<file path="src/rtl/output_drain.sv">
// Output drain: buffers tagged samples from the conv controller
// and drains them over a valid/ready result interface.
module output_drain #(
  parameter int DATA_WIDTH         = 32,
  parameter int FIFO_DEPTH         = 16,
  parameter int PIPE_SLACK         = 6,
  parameter int FEATURE_MAP_WIDTH  = 1024,
  parameter int FEATURE_MAP_HEIGHT = 1024,
  parameter int OUTPUT_NB_CHANNELS = 64
) (
  input  logic                  clk,
  input  logic                  rst_in,
  input  logic                  start,
  input  logic                  output_valid,
  input  logic [DATA_WIDTH-1:0] output_data,
  input  logic [31:0]           output_x,
  input  logic [31:0]           output_y,
  input  logic [31:0]           output_ch,
  output logic                  out_valid,
  input  logic                  out_ready,
  output logic [DATA_WIDTH-1:0] out_data,
  output logic [31:0]           out_x,
  output logic [31:0]           out_y,
  output logic [31:0]           out_ch,
  output logic                  stall_req,
  output logic                  busy,
  output logic                  layer_done,
  output logic                  overflow_err,
  output logic                  stray_err,
  output logic [31:0]           out_count
);

  localparam int AW = $clog2(FIFO_DEPTH);
  localparam logic [31:0] TOTAL = 32'(FEATURE_MAP_WIDTH
    * FEATURE_MAP_HEIGHT * OUTPUT_NB_CHANNELS);
  localparam logic [AW:0] STALL_TH =
    (AW+1)'(FIFO_DEPTH - PIPE_SLACK);

  typedef enum logic [1:0] {
    IDLE, RUN, FLUSH, DONE
  } state_e;

  typedef struct packed {
    logic [DATA_WIDTH-1:0] data;
    logic [31:0]           x;
    logic [31:0]           y;
    logic [31:0]           ch;
  } entry_t;

  state_e      state_q, state_d;
  logic [AW:0] wr_q, wr_d;
  logic [AW:0] rd_q, rd_d;
  logic [AW:0] occ;
  logic [31:0] acc_q, acc_d;
  logic [31:0] cnt_q, cnt_d;
  logic        ovf_q, ovf_d;
  logic        stray_q, stray_d;

  entry_t mem_q [FIFO_DEPTH];
  entry_t head;
  entry_t wr_entry;

  logic empty, full;
  logic pop, push_try, push, drop;

  // Occupancy, flags and the combinational head read.
  always_comb begin
    occ      = wr_q - rd_q;
    empty    = (wr_q == rd_q);
    full     = (wr_q[AW-1:0] == rd_q[AW-1:0])
            && (wr_q[AW] != rd_q[AW]);
    pop      = !empty && out_ready;
    push_try = (state_q == RUN) && output_valid;
    push     = push_try && (!full || pop);
    drop     = push_try && full && !pop;
    head     = mem_q[rd_q[AW-1:0]];
    wr_entry = '{data: output_data, x: output_x,
                 y: output_y, ch: output_ch};
  end

  // Layer FSM, counters and sticky error flags.
  always_comb begin
    state_d = state_q;
    wr_d    = push ? wr_q + 1'b1 : wr_q;
    rd_d    = pop ? rd_q + 1'b1 : rd_q;
    acc_d   = acc_q;
    cnt_d   = pop ? cnt_q + 32'd1 : cnt_q;
    ovf_d   = ovf_q | drop;
    stray_d = stray_q
            | (output_valid && (state_q != RUN));
    unique case (state_q)
      IDLE: begin
        if (start) begin
          state_d = RUN;
          acc_d   = '0;
          cnt_d   = '0;
          ovf_d   = 1'b0;
          stray_d = 1'b0;
        end
      end
      RUN: begin
        if (push_try) begin
          acc_d = acc_q + 32'd1;
          if (acc_q + 32'd1 == TOTAL) state_d = FLUSH;
        end
      end
      FLUSH: begin
        if (empty && !pop) state_d = DONE;
      end
      DONE: begin
        state_d = IDLE;
      end
      default: state_d = IDLE;
    endcase
  end

  // State and control registers with synchronous reset.
  always_ff @(posedge clk) begin
    if (rst_in) begin
      state_q <= IDLE;
      wr_q    <= '0;
      rd_q    <= '0;
      acc_q   <= '0;
      cnt_q   <= '0;
      ovf_q   <= 1'b0;
      stray_q <= 1'b0;
    end else begin
      state_q <= state_d;
      wr_q    <= wr_d;
      rd_q    <= rd_d;
      acc_q   <= acc_d;
      cnt_q   <= cnt_d;
      ovf_q   <= ovf_d;
      stray_q <= stray_d;
    end
  end

  // FIFO storage; contents are qualified by the pointers.
  always_ff @(posedge clk) begin
    if (push) mem_q[wr_q[AW-1:0]] <= wr_entry;
  end

  assign out_valid    = !empty;
  assign out_data     = empty ? '0 : head.data;
  assign out_x        = empty ? '0 : head.x;
  assign out_y        = empty ? '0 : head.y;
  assign out_ch       = empty ? '0 : head.ch;
  assign stall_req    = (occ >= STALL_TH);
  assign busy         = (state_q != IDLE);
  assign layer_done   = (state_q == DONE);
  assign overflow_err = ovf_q;
  assign stray_err    = stray_q;
  assign out_count    = cnt_q;

endmodule

</file>
<file path="config.mk">
export PLATFORM = sky130hd
export DESIGN_NAME = output_drain
export DESIGN_NICKNAME = d
export VERILOG_FILES = /design/src/rtl/output_drain.sv
export SDC_FILE = /design/constraint.sdc
export NUM_CORES = 2
export LEC_CHECK = 0
export CORE_ASPECT_RATIO = 1.1
export CORE_MARGIN = 3
export CORE_UTILIZATION = 55
export CTS_BUF_LIST = sky130_fd_sc_hd__clkbuf_16
export CTS_CLUSTER_DIAMETER = 200
export DETAILED_ROUTE_END_ITERATION = 6
export PLACE_DENSITY = 0.73
export SLEW_MARGIN = 20
export SYNTH_ARGS = -nofsm -noshare
export SYNTH_HDL_FRONTEND = slang
export SYNTH_SLANG_ARGS = --single-unit
</file>
<file path="constraint.sdc">
create_clock -name clk -period 15.65 [get_ports clk]
set_clock_uncertainty 0.05 [all_clocks]
set_input_delay 3.13 -clock clk [delete_from_list [all_inputs] [get_ports clk]]
set_output_delay 3.13 -clock clk [all_outputs]
set_load 0.02 [all_outputs]
</file>
### Word-level counts from Yosys, hierarchy flattened

Memory sizes are Yosys's and may differ from the RTL's. A register that Yosys moved wholly into a read port is not among the register bits.
Index checks and enable logic that the tools add are counted.

* register bits: 78
* memory bits (writable): 2048
* output and inout port bits: 166
* memories kept: 1

* $add $sub $neg: 5
* magnitude comparators: 1
* equal/unequal tests: 12
* muxes and demuxes: 23
* bitwise gates (word level): 2
* reductions and logical operators: 17

Memories
* mem_q: depth 16, width 128, read ports 1, clocked after Yosys merged registers in 1, write ports 1, line 59 `entry_t mem_q [FIFO_DEPTH];`

Operators by type and width (count)
* 32-bit 2-to-1 mux: 9
* 32-bit by 1-bit adder with 32-bit output, second input constant: 2
* 32-bit case mux with 2 select lines: 1
* 32-bit by 27-bit == test with 1-bit output, second input constant: 1
* 5-bit by 1-bit adder with 5-bit output, second input constant: 2
* 1-bit logical AND: 8
* 2-bit 2-to-1 mux: 4
* 4-bit 2-to-1 mux: 2
* 2-bit case mux with 4 select lines: 1
* 1-bit 2-to-1 mux: 6
* 2-bit != test, second input constant: 3
* 5-bit == test: 1
* 5-bit by 4-bit >= comparator with 1-bit output, second input constant: 1
* 5-bit subtractor: 1
* 2-bit == test, second input constant: 2
* 4-bit == test: 1
* 2-bit by 1-bit != test with 1-bit output, second input constant: 2
* 4-bit AND reduction: 1
* 2-bit nonzero test: 2
* 1-bit logical NOT: 3
* 3-bit AND reduction: 1
* 2-bit by 1-bit == test with 1-bit output, second input constant: 1
* 2-bit logical NOT: 1
* 1-bit bitwise OR: 2
* 2 further kinds: 2

### Depth between registers and ports, before layout

* depth after elaboration: 8
* gate-level depth with buffers: 10
* gate-level depth less buffers: 9

### Worst setup path after synthesis

OpenSTA, ideal clock, no wires.

* path type: in2reg
* start point: in output_valid
* end point: mem mem_q[3][0] (netlist bit), enable pin
* library setup time: 0.772 ns
* arrival time: 12.376 ns
* slack: 2.451 ns
* stages on the path: 4
* cell sequence: nand2_1 -> nor2_1 -> nand2_1 -> nor3_1

* word-level cells in the longest chain between the ends: 4

Ends and longest elaborated chain
* from (decl): line 14 `input logic output_valid,`
* 1-bit logical AND: line 73 `push_try = (state_q == RUN) && output_valid;`
* 1-bit logical AND: line 74 `push = push_try && (!full || pop);`
* 1-bit 2-to-1 mux: line 140 `if (push) mem_q[wr_q[AW-1:0]] <= wr_entry;`
* 1-bit 2-to-1 mux (implied by the code): line 140
* to (decl): line 59

Every way passes these cells.

==> results.yml <==
global_routing:
  grt_pass1_vias: 38900
  overflow: 0
  grt_max_degree: 154
  grt_pass1_wl_um: 268000
  grt_use_total: 0.240
  antenna_found_initial: 38
pwr:
  power.density_nw_per_um2: 142
  irDropWorstVdd_uv: 150
  p_leak_nw: 28.4
  power_mw: 13.4
setup_path:
  cp.arrival_ns: 5.39
  critPathRequiredTime_ns: 12.47
  start_kind: "register"
  crit_fanout: 109
  cpMostUsedCell: "mux4_2"
  worst-path-buf-inv: 3
  critPathTopFamily: "buffers and inverters"
  slowest_delay_ns: 0.93
  path_class: "register to primary output"
  crit_slowest_cell: "dfxtp_4"
  worst_setup_path_end_kind: "primary output"
  path_cells: "buf_12 -> buf_4 -> mux4_2 -> mux4_2 -> and2_1 -> clkdlybuf4s50_1"
layout:
  final_cell_mix: "edfxtp_1 (2048), mux4_2 (640), clkdlybuf4s50_1 (298)"
  drive_gt1_frac: 0.247
  fillers: 9700
  final_common_cell: "edfxtp_1"
  final_cells: 6103
  fin_nets: 4111
  final_area_um2: 94100
  multiInputGateArea_um2: 18200
  final_core_util: 0.635
  area.growth.synth_to_final_pct: 14.6
  regArea_um2: 63200
timing:
  tightest_slew_ns: 1.10
  min_period_ns: 8.57
  final_max_slew_viol_count: 0
  holdWs_ns: 0.413
  fin_crit_sh: 0.548
  finalSetupViolations: 0
  timing.fmax_mhz: 117
  slew_headroom: 0.265
  setup_ws_ns: 7.08
  finalHoldViolCount: 0
  setup_tns_ns: 0
  grt_setup_unrepaired: "false"
logic_synthesis:
  synth_area_per_cell_um2: 22.8
  ys_seq_area_frac: 0.769
  synth.cell_area_um2: 82100
  postSynthCellCount: 3596
  yosys-top-cells-area: "edfxtp_1 (75%), mux4_2 (18%), dfxtp_1 (2.0%), and2_1 (1.0%), clkbuf_1 (0.64%)"
  yosysTopAreaCell: "edfxtp_1"
  synth_cell_type_count: 60
  yosys_warnings: 0
  netlist.area_leader.share: 0.749
  synthArstFlopShare: 0
  yosys_most_used_dff: "edfxtp_1"
  synth_seq_cells: 2130
  synthesis.nets: 3747
  synth_edf_count: 2048
routing:
  ant_nets: 0
  drtIter0Drc: 4535
  drc: 0
  via_count: 38600
  wirelength_um: 182000
  dr.pass1.iters: 6
  via_per_inst: 6.32
  wl_per_cell_um: 29.8
clock_tree:
  root_buffer: "clkbuf_16"
  clk_latency_ns: 0.85
  htreeDepth: 4
  numClockSinks: 2130
  clockBufferDepth: 3
  cts_resized: 0
  cts_buffers: 200
  cts_tree: "built"
  hold_buffers: 0
  post_cts_buffers: 0
  cts.clk_slew.worst_paths_ns: 0.06
status:
  status: "complete, no violations"
placed_design:
  post_dp_cell_area_um2: 87500
  dp.cells: 5707
  io_buffers: 298
  gp_congestion: 0.839
  dp_slack_ns: 7.48
  dpl.hpwl_um: 89000
job:
  drv_cap: 0
floorplan:
  fp-row-count: 148
  ios: 299
  core_um2: 148000
  die_area_um2: 154000
  fp.dieW_um: 374
  start_util: 0.554
  die_h_um: 411
min_path:
  hp-class: "register to register"
worst reg2reg max path: cells and delay by family, from the launching register on:
family | cells | cell delay (ns)
flops | 1 | 0.60
simple gates | 5 | 1.98
fa+ha+maj | 1 | 0.36
buf+inv | 3 | 2.29
worst paths after layout:
kind / from / endpoint / slack (ns) / depth (start not counted)
setup / recovery: register / out_ch[15] / 7.08 / 6
hold / removal: stray_err$_SDFF_PP0_ / stray_err$_SDFF_PP0_ / 0.41 / 2
setup reg to reg: wr_q[2]$_SDFFE_PP0P_ / mem_q[15][46]$_DFFE_PP_ / 9.97 / 9
hold reg to reg: stray_err$_SDFF_PP0_ / stray_err$_SDFF_PP0_ / 0.41 / 2
synthesized netlist by cell type, drive strengths merged, types with 4 or more instances:
master  count
edfxtp   2048
mux4      640
clkbuf    140
and2      133
nor2       92
dfxtp      82
buf        60
nand2      59
a21oi      43
o21ai      36
xor2       26
nand3      25
nand4      22
nor3       20
xnor2      20
ha         17
inv        14
or3        14
nor4       12
and3       10
a31oi       9
or4         9
and4        8
a311oi      7
a211oi      5
a22oi       5
nand2b      4
nor2b       4
layout make-up:
| type | count | area share |
|---|---|---|
| clock buffer | 200 | 0.0532 |
| tap | 1950 | 0.0259 |
| timing repair buffer | 362 | 0.0387 |
| inverter | 14 | 0.000559 |
| sequential | 2130 | 0.671 |
| antenna | 23 | 0.000612 |
| clock inverter | 172 | 0.0159 |
| multi-input combinational | 1252 | 0.194 |
sequential cells by signal, indices dropped and copies added, names as in the netlist, named ones only:
register / cells
mem_q: 2048
acc_q: 32
out_count: 32
rd_q: 5
wr_q: 5
state_q: 2
overflow_err: 1
stray_err: 1
report_power, final:
group          switching [mW]  internal (mW)
clock network            2.07           2.67
registers              0.0484           6.33
logic                    1.14           1.12
metal layers:
layer	global-route usage	vias up	wire (um)
met5	0	-	139
met4	0.0774	22	4680
met3	0.0554	290	15300
met2	0.381	1642	90400
met1	0.338	20700	71500
li1	-	16000	-
cells by family after synthesis:
family                     share of synthesized area
AOI/OAI and AO/OA                            0.00904
xor gates and xnor gates                     0.00491
adders and majority gates                    0.00284
buffers and inverters                         0.0101
DFF                                            0.769
muxes                                          0.176
and+or+nand+nor                               0.0279
No activity file was read; power rests on OpenSTA's default activity.
